`config.mk`:
```
export PLATFORM = sky130hd
export DESIGN_NAME = pu_spi_slave
export DESIGN_NICKNAME = d
export VERILOG_FILES = /design/src/rtl/pu_spi_pkg.sv /design/src/rtl/spi_sync_edge.sv /design/src/rtl/pu_spi_slave.sv
export SDC_FILE = /design/constraint.sdc
export NUM_CORES = 1
export LEC_CHECK = 0
export CORE_MARGIN = 8
export CORE_UTILIZATION = 45
export CTS_CLUSTER_DIAMETER = 200
export CTS_CLUSTER_SIZE = 40
export DETAILED_ROUTE_END_ITERATION = 10
export GPL_TIMING_DRIVEN = 0
export HOLD_SLACK_MARGIN = 0.02
export PLACE_DENSITY = 0.75
export SYNTH_ARGS = -nofsm -noshare
export SYNTH_HDL_FRONTEND = slang
export SYNTH_SLANG_ARGS = --single-unit
```
`constraint.sdc`:
```
create_clock -name clk -period 5.25 [get_ports clk]
set_input_delay 0.525 -clock clk [delete_from_list [all_inputs] [get_ports clk]]
set_output_delay 0.525 -clock clk [all_outputs]
set_load 0.005 [all_outputs]
```
`src/rtl/pu_spi_pkg.sv`:
```
// pu_spi_pkg
//   Shared constants and types for the PU SPI slave endpoint.
//   - default frame / attribute widths
//   - bit positions inside rx_attr
//   - FSM state encoding
package pu_spi_pkg;

   localparam int DATA_WIDTH_DEF = 32;
   localparam int ATTR_WIDTH_DEF = 4;

   localparam int INVALID_BIT  = 1;
   localparam int UNDERRUN_BIT = 0;

   typedef enum logic {
      IDLE  = 1'b0,
      SHIFT = 1'b1
   } state_e;

endpackage

```
`src/rtl/spi_sync_edge.sv`:
```
// spi_sync_edge
//   Two-flop synchroniser for an asynchronous pin followed by a history flop
//   that yields single-cycle rise/fall pulses of the synchronised level.
//   Ports:
//     clk     in   system clock
//     rst     in   asynchronous active-high reset
//     d_i     in   asynchronous input pin
//     sync_o  out  synchronised level (after 2 flops)
//     rise_o  out  one-cycle pulse on a 0->1 of sync_o
//     fall_o  out  one-cycle pulse on a 1->0 of sync_o
//   Parameter RST_VAL sets the reset level of every flop so that no false
//   edge appears when reset releases.
module spi_sync_edge
   import pu_spi_pkg::*;
#(
   parameter logic RST_VAL = 1'b0
) (
   input  logic clk,
   input  logic rst,
   input  logic d_i,
   output logic sync_o,
   output logic rise_o,
   output logic fall_o
);

   logic meta_q;
   logic sync_q;
   logic prev_q;

   always_ff @(posedge clk or posedge rst) begin
      if (rst) begin
         meta_q <= RST_VAL;
         sync_q <= RST_VAL;
         prev_q <= RST_VAL;
      end else begin
         meta_q <= d_i;
         sync_q <= meta_q;
         prev_q <= sync_q;
      end
   end

   assign sync_o = sync_q;
   assign rise_o = sync_q & ~prev_q;
   assign fall_o = ~sync_q & prev_q;

endmodule

```
`src/rtl/pu_spi_slave.sv`:
```
// pu_spi_slave
//   SPI mode-0 slave, MSB first, fully oversampled by clk. Receives MOSI
//   frames into rx_data/rx_attr and shifts the holding-register word out on
//   MISO during the same frame. Back-to-back frames are supported while cs
//   stays low.
//   Ports:
//     clk, rst            system clock, asynchronous active-high reset
//     mosi, sclk, cs      SPI pins from the master (asynchronous, cs active-low)
//     miso                SPI data to the master, driven 0 while idle
//     tx_data, tx_load    write port of the tx holding register
//     tx_ready            holding register empty
//     rx_data, rx_attr    last received word and its status
//     rx_valid            one-cycle pulse when rx_data/rx_attr update
//     busy                frame in progress (synchronised cs low)
//   Build option: PU_SPI_SLAVE_PARTIAL_EN - deliver frames cut short by an
//   early cs rise, left-aligned and flagged with rx_attr[INVALID]. Without
//   it such frames are dropped silently.
//
//   state | meaning
//   IDLE  | cs high, miso held 0, no shifting
//   SHIFT | cs low, shifting frames (loops across frame boundaries)
module pu_spi_slave
   import pu_spi_pkg::*;
#(
   parameter int DATA_WIDTH = DATA_WIDTH_DEF,
   parameter int ATTR_WIDTH = ATTR_WIDTH_DEF,
   parameter int INVALID    = INVALID_BIT,
   parameter int UNDERRUN   = UNDERRUN_BIT
) (
   input  logic                  clk,
   input  logic                  rst,
   input  logic                  mosi,
   input  logic                  sclk,
   input  logic                  cs,
   output logic                  miso,
   input  logic [DATA_WIDTH-1:0] tx_data,
   input  logic                  tx_load,
   output logic                  tx_ready,
   output logic [DATA_WIDTH-1:0] rx_data,
   output logic [ATTR_WIDTH-1:0] rx_attr,
   output logic                  rx_valid,
   output logic                  busy
);

   localparam int CNT_W = $clog2(DATA_WIDTH + 1);
   localparam logic [CNT_W-1:0] DW_CNT = CNT_W'(DATA_WIDTH);

   logic sclk_rise, sclk_fall, sclk_lvl_unused;
   logic cs_rise, cs_fall, cs_lvl_unused;
   logic mosi_sync, mosi_rise_unused, mosi_fall_unused;

   spi_sync_edge #(.RST_VAL(1'b0)) u_sync_sclk (
      .clk    (clk),
      .rst    (rst),
      .d_i    (sclk),
      .sync_o (sclk_lvl_unused),
      .rise_o (sclk_rise),
      .fall_o (sclk_fall)
   );

   spi_sync_edge #(.RST_VAL(1'b1)) u_sync_cs (
      .clk    (clk),
      .rst    (rst),
      .d_i    (cs),
      .sync_o (cs_lvl_unused),
      .rise_o (cs_rise),
      .fall_o (cs_fall)
   );

   spi_sync_edge #(.RST_VAL(1'b0)) u_sync_mosi (
      .clk    (clk),
      .rst    (rst),
      .d_i    (mosi),
      .sync_o (mosi_sync),
      .rise_o (mosi_rise_unused),
      .fall_o (mosi_fall_unused)
   );

   state_e                state_q, state_d;
   logic [CNT_W-1:0]      cnt_q, cnt_d;
   logic [DATA_WIDTH-1:0] rx_shift_q, rx_shift_d;
   logic [DATA_WIDTH-1:0] tx_shift_q, tx_shift_d;
   logic                  underrun_q, underrun_d;
   logic [DATA_WIDTH-1:0] hold_q, hold_d;
   logic                  hold_full_q, hold_full_d;
   logic [DATA_WIDTH-1:0] rx_data_q, rx_data_d;
   logic [ATTR_WIDTH-1:0] rx_attr_q, rx_attr_d;
   logic                  rx_valid_q, rx_valid_d;
   logic                  miso_q, miso_d;
   logic                  consume;

   always_ff @(posedge clk or posedge rst) begin
      if (rst) begin
         state_q     <= IDLE;
         cnt_q       <= '0;
         rx_shift_q  <= '0;
         tx_shift_q  <= '0;
         underrun_q  <= 1'b0;
         hold_q      <= '0;
         hold_full_q <= 1'b0;
         rx_data_q   <= '0;
         rx_attr_q   <= '0;
         rx_valid_q  <= 1'b0;
         miso_q      <= 1'b0;
      end else begin
         state_q     <= state_d;
         cnt_q       <= cnt_d;
         rx_shift_q  <= rx_shift_d;
         tx_shift_q  <= tx_shift_d;
         underrun_q  <= underrun_d;
         hold_q      <= hold_d;
         hold_full_q <= hold_full_d;
         rx_data_q   <= rx_data_d;
         rx_attr_q   <= rx_attr_d;
         rx_valid_q  <= rx_valid_d;
         miso_q      <= miso_d;
      end
   end

   always_comb begin
      state_d    = state_q;
      cnt_d      = cnt_q;
      rx_shift_d = rx_shift_q;
      tx_shift_d = tx_shift_q;
      underrun_d = underrun_q;
      rx_data_d  = rx_data_q;
      rx_attr_d  = rx_attr_q;
      rx_valid_d = 1'b0;
      consume    = 1'b0;

      unique case (state_q)
         IDLE: begin
            if (cs_fall) begin
               state_d = SHIFT;
               cnt_d   = '0;
               consume = 1'b1;
            end
         end
         SHIFT: begin
            // Completion is handled one cycle after the last shift so the
            // full word is already in rx_shift_q.
            if (cnt_q == DW_CNT) begin
               rx_data_d           = rx_shift_q;
               rx_attr_d           = '0;
               rx_attr_d[INVALID]  = 1'b0;
               rx_attr_d[UNDERRUN] = underrun_q;
               rx_valid_d          = 1'b1;
               cnt_d               = '0;
               if (cs_rise) begin
                  state_d = IDLE;
               end else begin
                  consume = 1'b1;
               end
            end else if (cs_rise) begin
               state_d = IDLE;
               cnt_d   = '0;
`ifdef PU_SPI_SLAVE_PARTIAL_EN
               if (cnt_q != '0) begin
                  rx_data_d           = rx_shift_q << (DW_CNT - cnt_q);
                  rx_attr_d           = '0;
                  rx_attr_d[INVALID]  = 1'b1;
                  rx_attr_d[UNDERRUN] = underrun_q;
                  rx_valid_d          = 1'b1;
               end
`endif
            end else begin
               if (sclk_rise) begin
                  rx_shift_d = {rx_shift_q[DATA_WIDTH-2:0], mosi_sync};
                  cnt_d      = cnt_q + 1'b1;
               end
               // A fall before any rise of this frame (i.e. the trailing
               // fall of the previous frame) must not eat the freshly
               // reloaded MSB.
               if (sclk_fall && (cnt_q != '0)) begin
                  tx_shift_d = {tx_shift_q[DATA_WIDTH-2:0], 1'b0};
               end
            end
         end
         default: state_d = IDLE;
      endcase

      if (consume) begin
         tx_shift_d = hold_full_q ? hold_q : '0;
         underrun_d = ~hold_full_q;
      end

      // Consumption frees the holding register before a same-cycle load.
      hold_d      = hold_q;
      hold_full_d = hold_full_q & ~consume;
      if (tx_load && !hold_full_d) begin
         hold_d      = tx_data;
         hold_full_d = 1'b1;
      end

      miso_d = (state_q == SHIFT) & tx_shift_q[DATA_WIDTH-1];
   end

   assign miso     = miso_q;
   assign tx_ready = ~hold_full_q;
   assign rx_data  = rx_data_q;
   assign rx_attr  = rx_attr_q;
   assign rx_valid = rx_valid_q;
   assign busy     = (state_q == SHIFT);

endmodule

```
== Word level (Yosys, flattened, before mapping) ==
Index checks and enable logic that the tools add are counted.
Cells by class
  add/subtract/negate cells: 1
  reduce and logical (&&, ||, !) cells: 10
  muxes and demuxes: 19
  bitwise logic cells: 15
  equal/unequal tests: 5
Operator list (count)
  $mux W32: 6
  $mux W6: 4
  $pmux W6 S2: 1
  $not A1 Y1: 9
  $reduce_and A4 Y1: 2
  $add A6 B1 Y6 const B: 1
  $and A1 B1 Y1: 6
  $eq A6 B6 Y1 const B: 1
  $mux W1: 6
  $reduce_bool A6 Y1: 1
  $ne A2 B2 Y1 const B: 2
  $ne A4 B3 Y1 const B: 1
  $pmux W1 S2: 2
  $reduce_and A2 Y1: 2
  $reduce_bool A2 Y1: 2
  $logic_and A1 B1 Y1: 2
  $ne A2 B1 Y1 const B: 1
  $logic_not A1 Y1: 1
Storage, ports and cells
  register bits: 148
  output and inout bits: 40
  input bits: 38

== Longest topological paths before layout ==
Gate-level depths: netlist (run 1).
  depth in word-level cells: 10
  mapped depth: 8
  depth with buffers taken out: 6

== Hierarchy ==
From an unflattened synthesis (run 1), not the netlist that was laid out.
Second synthesis, totals
  cell total of the unflattened synthesis: 437
  area total of the unflattened synthesis: 6236.0 µm²
Modules (own cells, without submodules)
  pu_spi_slave: area each 5950.7 µm², cells each 419, times used 1
  spi_sync_edge (u_sync_mosi ...): area each 93.8 µm², cells each 6, times used 2
  spi_sync_edge (u_sync_cs): area each 97.6 µm², cells each 6, times used 1

== Worst setup path after synthesis (run 1) ==
No wires, ideal clock.
  path kind: register to register
  start point: reg cnt_q[0]
  end point: reg rx_data_q[0] (netlist: rx_data[0])
  data arrival time: 1.976 ns
  data required time: 5.125 ns
  stages on the path, launching flop included: 8
  library setup time: 0.125 ns
  setup slack: 3.149 ns
  buffers on the path: 2
  cells stage by stage: dfrtp_1 inv_1 ha_1 or4b_1 buf_6 nor3_4 buf_6 mux2_2
On the way
  word-level cells in the longest chain between the ends: 2
Ends and longest elaborated chain
  start: declaration: RTL line pu_spi_slave.sv:80  | logic [CNT_W-1:0] cnt_q, cnt_d;
  start signal: assignment: RTL line pu_spi_slave.sv:107  | cnt_q <= cnt_d;
  $eq A6 B6 Y1: RTL line pu_spi_slave.sv:142  | if (cnt_q == DW_CNT) begin
  $reduce_and A2 Y1 (no source line)
  end signal: assignment: RTL line pu_spi_slave.sv:113  | rx_data_q <= rx_data_d;
  end: declaration: RTL line pu_spi_slave.sv:86  | logic [DATA_WIDTH-1:0] rx_data_q, rx_data_d;
No other way between the ends.
A chain may end at the register's enable or synchronous reset.

== Worst setup path after layout (run 1) ==
  start point: reg hold_full_q
  end point: out tx_ready
On the way
  word-level cells in the longest chain between the ends: 1
Ends and longest elaborated chain
  start: declaration: RTL line pu_spi_slave.sv:85  | logic hold_full_q, hold_full_d;
  start signal: assignment: RTL line pu_spi_slave.sv:112  | hold_full_q <= hold_full_d;
  $not A1 Y1: RTL line pu_spi_slave.sv:199  | assign tx_ready = ~hold_full_q;
  end: declaration: RTL line pu_spi_slave.sv:38  | output logic tx_ready,
No other way between the ends.

==> results of run 1 <==
metal layers:
| metal | up-vias | GRT usage [%] | routed length (um) |
|---|---|---|---|
| li1 | 1993 | - | - |
| met1 | 2196 | 19.7 | 6040 |
| met2 | 143 | 25.5 | 6620 |
| met3 | 16 | 7.08 | 1180 |
| met4 | 4 | 4.57 | 147 |
| met5 | - | 0 | 19 |
flip-flops by register name (all words and copies together) (netlist names), 6 cells and up:
signal and cells:
hold_q 32, rx_data 32, rx_shift_q 32, tx_shift_q 32
cnt_q 6
Yosys cell counts, drive strengths merged (5+ instances only):
library cell  count  area, um^2
dfrtp           145        3630
clkbuf           18        67.6
inv               8        30.0
o211ai           31         233
o21ai             7        57.6
a31oi            31         194
a211oi           34         255
nand3b           31         233
mux2             97        1100
nor2              5        26.3
nand2             6        22.5
buf              26         196
cell usage in the layout (no fill, tap or decap), types with 6 or more instances in the layout:
cell,synthesis,layout
clkbuf_16,0,17
a31oi_1,31,31
buf_4,9,9
nand3b_1,31,31
a211oi_1,34,34
clkdlybuf4s50_1,0,74
nand2_1,6,6
inv_1,8,7
buf_6,7,7
clkbuf_1,18,20
mux2_2,93,93
clkinv_4,0,6
o211ai_1,31,31
dfrtp_1,145,145
buf_2,10,10
per-stage QoR:
stage	cell area, um^2	instances	setup slack (ps)
after floorplan	6460	479	750
after global placement	7430	733	-1110
after detailed placement	7460	734	2830
after CTS	8050	766	2680
after global routing	8050	766	2540
final	8050	766	2690
final cells by class:
type                       instances  share of cell area [%]
buffer                            44                    3.28
clock buffer                      19                    5.38
clock inverter                    13                    1.88
inverter                           8                   0.435
multi-input combinational        279                    30.6
sequential                       148                    46.1
tap                              180                    2.80
timing repair buffer              75                    9.55
worst max path at each step:
stage,start,to,slack [ps],cells past startpoint
floorplan,rst,busy,750,1
global placement,rst,rx_data[0],-1110,2
detailed placement,cnt_q[0],rx_data[7],2830,7
CTS,hold_full_q,tx_ready,2680,4
global route,hold_full_q,tx_ready,2540,4
finish,hold_full_q,tx_ready,2690,4
critical path: cells and delay by family (launching register included):
family / cells / cell delay, ps
flip-flops: 1 / 320
buffers and inverters: 4 / 1300
power by group:
group          internal (mW)  total, mW  leakage, nW  switching [mW]
registers               1.36       1.49         1.86           0.131
logic                  0.273      0.528         1.32           0.255
clock network          0.707       1.19        0.282           0.482
kinds of logic (layout without fill, tap and decap cells):
group	Yosys count	count (layout)	synth area share [%]
AOI/OAI and AO/OA	118	118	13.7
adders and majority gates	2	2	0.387
buffers and inverters	52	159	4.55
DFF	148	148	57.4
muxes	99	99	17.5
other	1	3	0.0581
and+or+nand+nor	57	57	6.32
==> implementation parameters, run 1 <==
Parameter                              Value

Die
  Placeable core region    13900 um^2
  Die Span X    approximately 140 um
  Vertical die dimension    approximately 140 um
  Starting Density    a little under half
  Placement Rows    43
  Area of the die    18400 um^2
  Boundary pin count    78

Route
  Total DRC errors in the routed layout    0
  Drt via density    around 5.7
  Pre-Repair DR Iteration Count    5
  Total via count after detailed routing    roughly 4400
  Number of nets with antenna violations after detailed routing    0
  Wire length after detailed routing    14000 um
  Detailed Route Iter0 Violations    about 250
  Mean routed wirelength per cell    between 15 and 20 um

Timing
  Final hold violation count    0
  Worst hold slack across all endpoints    roughly 350 ps
  Slew @ Worst Pin    765 ps
  Setup repair after global routing missed its margin    no
  Worst setup skew after layout    between 8 and 9 ps
  Clock period minus final worst setup slack    2560 ps
  Achievable clock frequency    about 0.39 GHz
  Final slew viol count    0
  Final number of setup-violating endpoints    0
  Slew margin rel.    between 40 and 50%
  Setup_tns    0 ps
  Period utilisation layout    about half

Synth
  Flip-flop and latch count after synthesis    148
  Synthesized instance count    477
  Distinct cells, synth    47
  Synth Area per Inst    13.5 um^2
  Most frequently used flop master after synthesis    dfrtp_1
  Yosys Warn Count    0
  Post-synthesis sequential area ratio    between 50% and 60%
  Async SR Flop Fraction    100%
  Number of flops mapped to enable cells by yosys    0
  Total standard cell area after synthesis    6460 um^2

Critical path
  Setup CP Type    flop to output port
  Maximum fanout along the worst path    10
  WP data arrival    2040 ps
  Crit path cell chain    clkbuf_1, clkbuf_1, inv_1, clkdlybuf4s50_1
  Worst flop-to-flop path endpoint    rx_data[20]
  Slowest library cell on the worst path    clkdlybuf4s50_1
  Biggest cell delay along the critical path    460 ps
  Depth of the worst register-to-register path    7
  Most prevalent standard cell on the critical path    clkbuf_1
  Flop-to-flop setup slack    2860 ps
  Startpoint type of the worst setup path    flop
  Required time at the endpoint of the critical path    approximately 4700 ps
  Origin of the critical flop-to-flop path    cnt_q[0]
  Kind of end point of the critical path    output port

Clock tree
  Resized cells post-CTS    0
  Number of buffers inserted by hold repair at cts    0
  TritonCTS clock tree    done
  Root buffer selected by CTS    clkbuf_16
  Clock-pin slew on the worst setup and hold paths    about 60 ps
  Number of setup buffers added after CTS    0
  Clock sink count    roughly 150
  Total clock buffers created by CTS    17
  Number of buffers on the longest clock path    2
  Skew-Pair Late Insertion Delay    between 400 and 500 ps
  Total number of H-tree levels    4

Layout
  Sequential cell area    3710 um^2
  Area taken by multi-input logic gates    between 2000 and 2500 um^2
  Number of nets in the final layout    around 610
  Number of fill cells    ~1100
  Relative area change from synthesis to final layout    24.6%
  Final cell utilization of the core    between 50% and 60%
  Total inserted antenna cells    0
  Ratio of cells with drive above 1 in the final layout    about 28%

Min path
  Origin of the worst min-delay path    u_sync_mosi.meta_q
  Worst hold path cell count    0
  Path class of the lowest-slack min-delay path    flop to flop
  Hold-critical path endpoint    u_sync_mosi.sync_o

Global route
  Maximum number of pins on one net before global-route repair    87
  Total global routing overflow    0
  Gr usage total    roughly 16%
  Antenna violations before repair    2
  First-pass GRT wire length    between 20000 and 25000 um
  Vias in the first global route    roughly 4700

Flow run
  Number of max-cap violations    0

Power
  Power Dens Cells    about 400 nW/um^2
  Static leakage    3.46 nW
  Power, Total    around 3.2 mW
  IR Drop Worst-Case VDD    between 200 and 250 uV

Run status
  Result of the run    completed

Place
  Final HPWL from detailed placement    ~9300 um
  Weighted congestion reported at the end of routability-driven placement    slightly below 0.8
  I/O Buffers    74
Note: power is estimated with default switching activity, not from simulation.
==> run 2: changes to the inputs <==
- clock period: 5.25 -> 2.58 ns (I/O delays scaled with it)
==> run 2 against run 1 <==
Non-clock buffer count increased by 2. Clock power is 100% higher. Flip-flop and latch count unchanged. Largest power group unchanged. Highest routed layer is now met4. Worst hold slack got worse by 110 ps. Critical path depth grew 2.
==> implementation parameters, run 2 (synthesis results as in run 1) <==
Parameter                              Value

Route
  Number of nets with antenna violations after detailed routing    0 (unchanged)
  Detailed Route Iter0 Violations    365 (was 253)
  Total DRC errors in the routed layout    0 (unchanged)
  Wire length after detailed routing    13900 um (was 14000 um)
  Total via count after detailed routing    4302 (was 4352)
  Mean routed wirelength per cell    18.1 um (was 18.3 um)
  Pre-Repair DR Iteration Count    5 (unchanged)
  Drt via density    5.60 (was 5.68)

Clock tree
  Total clock buffers created by CTS    17 (unchanged)
  Total number of H-tree levels    4 (unchanged)
  Number of buffers on the longest clock path    2 (unchanged)
  Root buffer selected by CTS    clkbuf_16 (unchanged)
  Number of setup buffers added after CTS    0 (unchanged)
  Skew-Pair Late Insertion Delay    430 ps (was 420 ps)
  Clock-pin slew on the worst setup and hold paths    60 ps (about the same)
  Number of buffers inserted by hold repair at cts    0 (unchanged)
  TritonCTS clock tree    done (unchanged)
  Clock sink count    148 (unchanged)
  Resized cells post-CTS    0 (unchanged)

Critical path
  Required time at the endpoint of the critical path    2880 ps (was 4720 ps)
  Worst flop-to-flop path endpoint    rx_shift_q[18] (was rx_data[20])
  Setup CP Type    flop to flop (was flop to output port)
  Start point of the critical path    cnt_q[0] (was hold_full_q)
  Startpoint type of the worst setup path    flop (unchanged)
  Maximum fanout along the worst path    10 (unchanged)
  Kind of end point of the critical path    flop (was output port)
  WP data arrival    2670 ps (was 2040 ps)
  Origin of the critical flop-to-flop path    cnt_q[0] (unchanged)
  Depth of the worst register-to-register path    6 (was 7)
  Flop-to-flop setup slack    200 ps (was 2860 ps)
  Timing endpoint of the critical path    rx_shift_q[18] (was tx_ready)

Place
  Weighted congestion reported at the end of routability-driven placement    0.779 (was 0.783)
  I/O Buffers    74 (unchanged)
  Worst slack at placement    184 ps (was 2830 ps)
  Final HPWL from detailed placement    9400 um (was 9290 um)

Layout
  Most frequent standard cell in the layout excluding fill and tap cells    dfrtp_1 (unchanged)
  Relative area change from synthesis to final layout    25.1% (was 24.6%)
  Leading cell types in the layout, fill and taps excluded    dfrtp_1 (145), mux2_2 (93), clkdlybuf4s50_1 (74) (unchanged)
  Number of nets in the final layout    615 (was 613)
  Total inserted antenna cells    0 (unchanged)
  Number of fill cells    1101 (was 1084)
  Ratio of cells with drive above 1 in the final layout    28.7% (was 28.3%)

Timing
  Achievable clock frequency    0.421 GHz
  Worst setup slack after layout    204 ps (was 2690 ps)
  Setup repair after global routing missed its margin    no (unchanged)
  Worst setup skew after layout    15.1 ps (was 8.33 ps)
  Final hold violation count    0 (unchanged)
  Period utilisation layout    92.1%
  Slew @ Worst Pin    796 ps (was 765 ps)
  Clock period minus final worst setup slack    2380 ps
  Final slew viol count    0 (unchanged)
  Slew margin rel.    46.8% (was 48.9%)
  Worst hold slack across all endpoints    243 ps (was 349 ps)
  Final number of setup-violating endpoints    0 (unchanged)

Global route
  Antenna violations before repair    0 (was 2)
  First-pass GRT wire length    23800 um (about the same)
  Vias in the first global route    4713 (was 4740)
  Total global routing overflow    0 (unchanged)
  Gr usage total    16.1% (was 16.2%)
  Maximum number of pins on one net before global-route repair    44 (was 87)

Min path
  Path class of the lowest-slack min-delay path    primary input to flop (was flop to flop)

Run status
  Result of the run    completed (unchanged)

Power
  IR Drop Worst-Case VDD    499 uV (was 233 uV)
  Power Dens Cells    810 nW/um^2 (was 399 nW/um^2)
  Static leakage    3.47 nW (was 3.46 nW)
  Power, Total    6.54 mW (was 3.21 mW)

Die
  Vertical die dimension    136 um (unchanged)
  Placement Rows    43 (unchanged)
  Placeable core region    13900 um^2 (unchanged)
  Area of the die    18400 um^2 (unchanged)
  Boundary pin count    78 (unchanged)
  Die Span X    136 um (unchanged)
  Starting Density    46.3% (unchanged)

Flow run
  Number of max-cap violations    0 (unchanged)
run 2: changes by cell type in the layout (fill, tap and decap cells not counted), sizes merged:
cell and change:
buf +2, clkbuf +1, clkinv -2, clkinvlp +3
inv -2
run 2: metal layers:
| layer | vias up | GRT usage [%] | routed length [um] | share of wire, % |
|---|---|---|---|---|
| met3 | 8 | 7.75 | 1160 | 8.3 |
| met5 | - | 0 | 0 | 0 |
| met4 | 0 | 4.44 | 94 | 0.68 |
| met1 | 2186 | 19.9 | 6150 | 44 |
| met2 | 125 | 24.6 | 6460 | 47 |
| li1 | 1983 | - | - | - |
run 2: worst max-delay path: stages, from the launching register on:
cell,delay [ps]
dfrtp_1,380
inv_1,70
ha_1,210
nor4b_4,160
a2111oi_4,690
buf_2,370
mux2_2,370
run 2: metrics by stage:
| step | cell area [um^2] | utilization [%] | TNS [ps] | std cells |
|---|---|---|---|---|
| after floorplan | 6470 | - | 0 | 479 |
| after global placement | 7430 | 53.4 | -111150 | 733 |
| after detailed placement | 7490 | 53.8 | 0 | 736 |
| after CTS | 8080 | 58.0 | 0 | 768 |
| after global routing | 8080 | 58.0 | 0 | 768 |
| final | 8080 | 58.0 | 0 | 768 |
run 2: layout make-up:
class,count,area [um^2],share of cell area [%]
repair buffers,77,801,9.91
inverters,8,33.8,0.418
multi-input cells,279,2460,30.5
well taps,180,225,2.79
plain buffers,44,264,3.27
clock inverters,12,129,1.59
clock buffers,20,457,5.65
flip-flops and latches,148,3710,45.9
run 2: worst min path at each step:
stage / start / end / slack [ps] / cells past startpoint
floorplan: cs / u_sync_cs.meta_q / 260 / 0
global placement: u_sync_mosi.meta_q / u_sync_mosi.sync_o / 340 / 0
detailed placement: u_sync_sclk.meta_q / u_sync_sclk.sync_o / 340 / 0
CTS: cs / u_sync_cs.meta_q / 220 / 1
global route: cs / u_sync_cs.meta_q / 230 / 1
finish: cs / u_sync_cs.meta_q / 240 / 1
run 2: report_power, final:
part	internal [mW]	switching [mW]	leakage [nW]
Combinational	0.560	0.521	1.33
Clock	1.47	0.955	0.283
Sequential	2.77	0.266	1.86
